==> src/rtl/inst_display_scan.sv <==
// ---------------------------------------------------------------------------
// inst_display_scan
//
// Shows the 8-character packed instruction bus on an 8-digit common-anode
// 7-segment display. The bus comes from the slow sec_clock domain. It is
// synchronised into clk and captured into a display snapshot once per scan
// frame. A capture only happens when the bus has been steady, so a frame
// never shows a torn mix of old and new characters.
//
// Parameters:
//   REFRESH_DIV : clk cycles each digit stays lit (legal >= 2)
//   NUM_DIGITS  : digit count (fixed at 8; instruction is 5*NUM_DIGITS bits)
//
// Ports:
//   clk         : fast system clock
//   rst         : asynchronous reset, active-low
//   instruction : packed 5-bit codes, [39:35] leftmost .. [4:0] rightmost;
//                 asynchronous to clk and quasi-static
//   enable      : 1 = display on, 0 = blanked (scan keeps running)
//   an          : digit anodes, active-low, an[7] leftmost
//   seg         : segments {g,f,e,d,c,b,a}, active-low
//   dp          : decimal point, active-low, held off
//   frame_done  : one-cycle pulse at each frame boundary
// ---------------------------------------------------------------------------
module inst_display_scan #(
    parameter int REFRESH_DIV = 100000,
    parameter int NUM_DIGITS  = 8
) (
    input  logic                      clk,
    input  logic                      rst,
    input  logic [5*NUM_DIGITS-1:0]   instruction,
    input  logic                      enable,
    output logic [NUM_DIGITS-1:0]     an,
    output logic [6:0]                seg,
    output logic                      dp,
    output logic                      frame_done
);

    localparam int TICK_W = $clog2(REFRESH_DIV);
    localparam int IDX_W  = $clog2(NUM_DIGITS);
    localparam int BUS_W  = 5 * NUM_DIGITS;

    // Active-high glyph for a 5-bit letter code: 0 = blank, 1..26 = A..Z,
    // 27..31 = dash.
    function automatic logic [6:0] glyph_of(input logic [4:0] code);
        logic [6:0] g;
        case (code)
            5'd0:    g = 7'h00;
            5'd1:    g = 7'h77;   // A
            5'd2:    g = 7'h7C;   // B
            5'd3:    g = 7'h39;   // C
            5'd4:    g = 7'h5E;   // D
            5'd5:    g = 7'h79;   // E
            5'd6:    g = 7'h71;   // F
            5'd7:    g = 7'h3D;   // G
            5'd8:    g = 7'h76;   // H
            5'd9:    g = 7'h30;   // I
            5'd10:   g = 7'h1E;   // J
            5'd11:   g = 7'h75;   // K
            5'd12:   g = 7'h38;   // L
            5'd13:   g = 7'h37;   // M
            5'd14:   g = 7'h54;   // N
            5'd15:   g = 7'h3F;   // O
            5'd16:   g = 7'h73;   // P
            5'd17:   g = 7'h67;   // Q
            5'd18:   g = 7'h50;   // R
            5'd19:   g = 7'h6D;   // S
            5'd20:   g = 7'h78;   // T
            5'd21:   g = 7'h3E;   // U
            5'd22:   g = 7'h1C;   // V
            5'd23:   g = 7'h2A;   // W
            5'd24:   g = 7'h49;   // X
            5'd25:   g = 7'h6E;   // Y
            5'd26:   g = 7'h5B;   // Z
            default: g = 7'h40;   // dash
        endcase
        return g;
    endfunction

    // State
    logic [TICK_W-1:0]     tick_reg,      tick_next;
    logic [IDX_W-1:0]      digit_idx_reg, digit_idx_next;
    logic [BUS_W-1:0]      s1_reg, s2_reg, s3_reg;
    logic [BUS_W-1:0]      disp_reg,      disp_next;
    logic [NUM_DIGITS-1:0] an_reg,        an_next;
    logic [6:0]            seg_reg,       seg_next;
    logic                  frame_done_reg;

    logic                  tick_wrap;
    logic                  last_digit;
    logic                  frame_boundary;
    logic                  stable;
    logic [4:0]            codes [NUM_DIGITS];

    // s1 may go metastable; s2 is the first trustworthy copy. Comparing s2
    // with s3 tells us the bus held the same value over two clk cycles, which
    // is the condition for taking a snapshot.
    assign stable = (s2_reg == s3_reg);

    // Per-digit code slices and one-hot active-low anode select.
    generate
        for (genvar gi = 0; gi < NUM_DIGITS; gi++) begin : g_digit
            assign codes[gi]   = disp_reg[5*gi +: 5];
            assign an_next[gi] = !(enable && (digit_idx_reg == IDX_W'(gi)));
        end
    endgenerate

    always_comb begin
        tick_wrap      = (tick_reg == TICK_W'(REFRESH_DIV - 1));
        last_digit     = (digit_idx_reg == IDX_W'(NUM_DIGITS - 1));
        frame_boundary = tick_wrap && last_digit;

        tick_next      = tick_wrap ? '0 : tick_reg + TICK_W'(1);

        digit_idx_next = digit_idx_reg;
        if (tick_wrap) begin
            digit_idx_next = last_digit ? '0 : digit_idx_reg + IDX_W'(1);
        end

        // The snapshot only moves at a frame boundary, so a frame is always
        // drawn from a single bus value.
        disp_next = disp_reg;
        if (frame_boundary && stable) begin
            disp_next = s2_reg;
        end

        seg_next = enable ? ~glyph_of(codes[digit_idx_reg]) : 7'h7F;
    end

    always_ff @(posedge clk or negedge rst) begin
        if (!rst) begin
            tick_reg       <= '0;
            digit_idx_reg  <= '0;
            s1_reg         <= '0;
            s2_reg         <= '0;
            s3_reg         <= '0;
            disp_reg       <= '0;
            an_reg         <= '1;
            seg_reg        <= 7'h7F;
            frame_done_reg <= 1'b0;
        end else begin
            tick_reg       <= tick_next;
            digit_idx_reg  <= digit_idx_next;
            s1_reg         <= instruction;
            s2_reg         <= s1_reg;
            s3_reg         <= s2_reg;
            disp_reg       <= disp_next;
            an_reg         <= an_next;
            seg_reg        <= seg_next;
            frame_done_reg <= frame_boundary;
        end
    end

    assign an         = an_reg;
    assign seg        = seg_reg;
    assign dp         = 1'b1;
    assign frame_done = frame_done_reg;

endmodule

==> config.mk <==
export PLATFORM = sky130hd
export DESIGN_NAME = inst_display_scan
export DESIGN_NICKNAME = d
export VERILOG_FILES = /design/src/rtl/inst_display_scan.sv
export SDC_FILE = /design/constraint.sdc
export NUM_CORES = 1
export LEC_CHECK = 0
export CELL_PAD_IN_SITES_DETAIL_PLACEMENT = 1
export CELL_PAD_IN_SITES_GLOBAL_PLACEMENT = 2
export CORE_MARGIN = 1
export CORE_UTILIZATION = 42
export CTS_CLUSTER_SIZE = 14
export DETAILED_ROUTE_END_ITERATION = 6
export PLACE_DENSITY_LB_ADDON = 0.1
export SLEW_MARGIN = 20
export SYNTH_ARGS = -nofsm -noshare
export SYNTH_HDL_FRONTEND = slang
export SYNTH_SLANG_ARGS = --single-unit
==> constraint.sdc <==
create_clock -name clk -period 4.05 [get_ports clk]
set_clock_uncertainty 0.15 [all_clocks]
set_input_delay 0.405 -clock clk [delete_from_list [all_inputs] [get_ports clk]]
set_output_delay 0.405 -clock clk [all_outputs]
set_load 0.05 [all_outputs]
==> run_results.csv <==
group,metric,value,unit
setup_path,start_kind,"flop",
layout,nFillCells,1653,
clock_network,numCtsBuffers,17,
hold_path,hp-class,"flop to flop",
drt,first_pass_iters,4,
power,power,3.93,mW
clock_network,htree_levels,4,
yosys,synth_cell_types,54,
layout,fin_nets,583,
sta,period_needed,3.28,ns
global_route,grt_pass1_vias,3988,
drt,wl_per_cell,17.4,um
setup_path,cp_slowest_cell,"mux4_1",
sta,max_freq,305,MHz
yosys,yosys.area_share.simple,0.0563,
drt,vias,3725,
setup_path,cp_top_family,"multiplexers",
clock_network,cts_hold_buf,1,
hold_path,hold_depth,0,
drt,routed_via_density,4.89,
yosys,synth_edf_count,0,
sta,hold_viol_final,0,
hold_path,whs_endpoint,"s2_reg[7]",
floorplan,core-area,0.0173,mm2
yosys,yosysSeqAreaShare,0.664,
hold_path,hp-start,"s1_reg[7]",
placement,port_buffers,58,
floorplan,ios,60,
layout,diodes,0,
global_route,antenna_found_initial,0,
clock_network,cts.sinks,196,
yosys,yosys_register_bits,196,
setup_path,r2r-start,"digit_idx_reg[0]",
setup_path,cp.arrival,3.50,ns
clock_network,clockBufferDepth,2,
setup_path,rr_worst_depth,8,
yosys,synthFlopType,"dfrtp_1",
global_route,overflow,0,
setup_path,worstPathBufferInverterCount,1,
sta,finalSetupViolations,0,
sta,tightest_slew,0.960,ns
clock_network,cts_resized,0,
yosys,muxShareOfSynthArea,0.134,
yosys,synth_adder_area_share,0.0253,
power,ir_drop,0.288,mV
setup_path,crit_chain,"mux4_1 -> mux2i_1 -> inv_1 -> ha_1 -> or2_2 -> mux2_2 -> o31ai_1 -> a211o_1",
floorplan,die_w,135,um
setup_path,rrSetupSlack,0.77,ns
sta,post-route-period-util,0.809,
sta,slew-limit-headroom,0.360,
power,p_leak,3.86,nW
floorplan,initial_utilization,0.429,
yosys,yosysWarningCount,0,
placement,post-place-ws,0.770,ns
drt,final_antenna_net_count,0,
setup_path,cp-end-kind,"flop",
yosys,synth-xor-area-share,0.0661,
clock_network,path_clk_slew,0.07,ns
power,powerDensity,448,mW/mm2
yosys,synthCells,459,
setup_path,path_max_fanout,8,
global_route,grt_pass1_wl,22000,um
clock_network,clk_latency,0.43,ns
clock_network,post_cts_buffers,0,
layout,syn_to_final_growth,18.3,%
yosys,synth_fp_nets,517,
placement,gp_congestion,0.776,
setup_path,critPathKind,"flop to flop",
run,drv_cap,0,
sta,setup_ws,0.773,ns
drt,finalWirelength,13200,um
placement,placed_cells,730,
yosys,synth_top_family_by_area,"multiplexers",
drt,drc,0,
sta,maxSlewViolCount,0,
yosys,syn_avg_cell_area,16.2,um2
global_route,grt_max_degree,121,
floorplan,die_area,0.0182,mm2
yosys,ys_async_sr_fraction,1.00,
floorplan,rows,48,
sta,tns,0,ns
layout,layout_commonest_cell,"dfrtp_1",
layout,instances_no_fill,762,
setup_path,r2r_end,"seg[1]",
clock_network,clock_tree.root_cell,"clkbuf_16",
sta,rsz0062_at_grt,"false",
layout,fin_util,0.507,
yosys,synth_compound_area_frac,0.0272,
placement,dp_hpwl,8910,um
yosys,synthesis.area,0.00742,mm2
setup_path,worstPathRequired,4.27,ns
layout,final_cell_mix,"dfrtp_1 (181), clkdlybuf4s50_1 (57), xnor2_1 (49), mux2_4 (41), clkbuf_16 (17)",
clock_network,tritoncts,"yes",
floorplan,die_h,135,um
layout,drive_gt1_frac,0.201,
setup_path,cp_slowest_stage_delay,0.62,ns
status,status,"finished clean",
global_route,track_usage,0.163,
drt,drtIter0Drc,127,
-- worst max-delay path by stage --
stage          depth (start not counted)             start      to  slack, ns
2_1_floorplan                         10  digit_idx_reg[2]  seg[1]       1.15
3_3_place_gp                           8  digit_idx_reg[0]  seg[1]       0.89
3_5_place_dp                           8  digit_idx_reg[0]  seg[1]       0.77
4_1_cts                                8  digit_idx_reg[0]  seg[1]       0.75
5_1_grt                                8  digit_idx_reg[1]  seg[1]       0.53
6_report                               8  digit_idx_reg[0]  seg[1]       0.77
-- synth_stat cells, types with 2 or more instances --
cell	number	area share
buf_6	3	0.0046
buf_4	2	0.0020
and3_1	7	0.0059
nand4_1	14	0.012
nor4_1	2	0.0017
ha_1	15	0.025
xor2_1	7	0.0083
mux2i_4	2	0.0061
nand2b_1	2	0.0017
and4_1	2	0.0024
dfrtp_1	181	0.61
o21ai_0	8	0.0054
dfstp_2	15	0.053
buf_12	4	0.011
mux2_4	41	0.083
o2111ai_1	2	0.0024
nor2_1	16	0.0081
mux4_1	4	0.014
inv_1	7	0.0035
o31ai_1	2	0.0020
clkbuf_1	5	0.0025
nand2_1	12	0.0061
nor2b_1	2	0.0017
mux4_2	6	0.018
nand3_1	10	0.0067
a21boi_0	2	0.0020
xnor2_1	49	0.058
mux2i_1	5	0.0067
a21oi_1	2	0.0013
o221ai_1	2	0.0024
mux2_2	4	0.0061
o22ai_1	2	0.0017
-- logic make-up after synthesis --
kind of cell | count (synthesis)
other | 1
buffers and inverters | 24
multiplexers | 62
flip-flops | 196
XOR/XNOR | 56
adder cells (fa/ha/maj) | 15
AND/OR/NAND/NOR | 76
AO/OA/AOI/OAI | 29
-- report_power, final --
group          total, mW  internal, mW  switching (mW)  leakage, nW
sequential          2.06          2.02          0.0389         2.39
combinational      0.129        0.0671          0.0620         1.16
clock               1.75         0.991           0.756        0.305
total               3.93          3.08           0.857         3.86
-- cell type report --
cell class / count / area, um2 / area share
clock buffer: 17 / 425 / 0.0485
clock inverter: 14 / 191 / 0.0218
inverter: 8 / 30.0 / 0.00342
multi-input combinational: 239 / 2300 / 0.262
sequential: 196 / 4920 / 0.561
tap: 225 / 282 / 0.0321
timing repair buffer: 63 / 624 / 0.0712
-- stage by stage --
| step | hold WS, ns | cell area, um2 |
|---|---|---|
| after floorplan | -0.0406 | 7420 |
| after global placement | 0.181 | 8150 |
| after detailed placement | 0.186 | 8150 |
| after CTS | 0.195 | 8770 |
| after global routing | 0.204 | 8770 |
| final | 0.194 | 8770 |
-- metal layers --
metal  routed length (um)  up-vias  global-route usage
met4                  187        0              0.0618
met1                 6120     1921               0.216
met5                    0        -                   0
li1                     -     1727                   -
met3                  324       15              0.0349
met2                 6590       62               0.264
-- worst reg2reg max path, stage by stage, from the launching register on --
cell and delay [ns]:
dfrtp_1 0.54, mux4_1 0.62, mux2i_1 0.51, inv_1 0.22, ha_1 0.30, or2_2 0.30, mux2_2 0.26, o31ai_1 0.20
a211o_1 0.13
No activity file was read; power rests on OpenSTA's default activity.
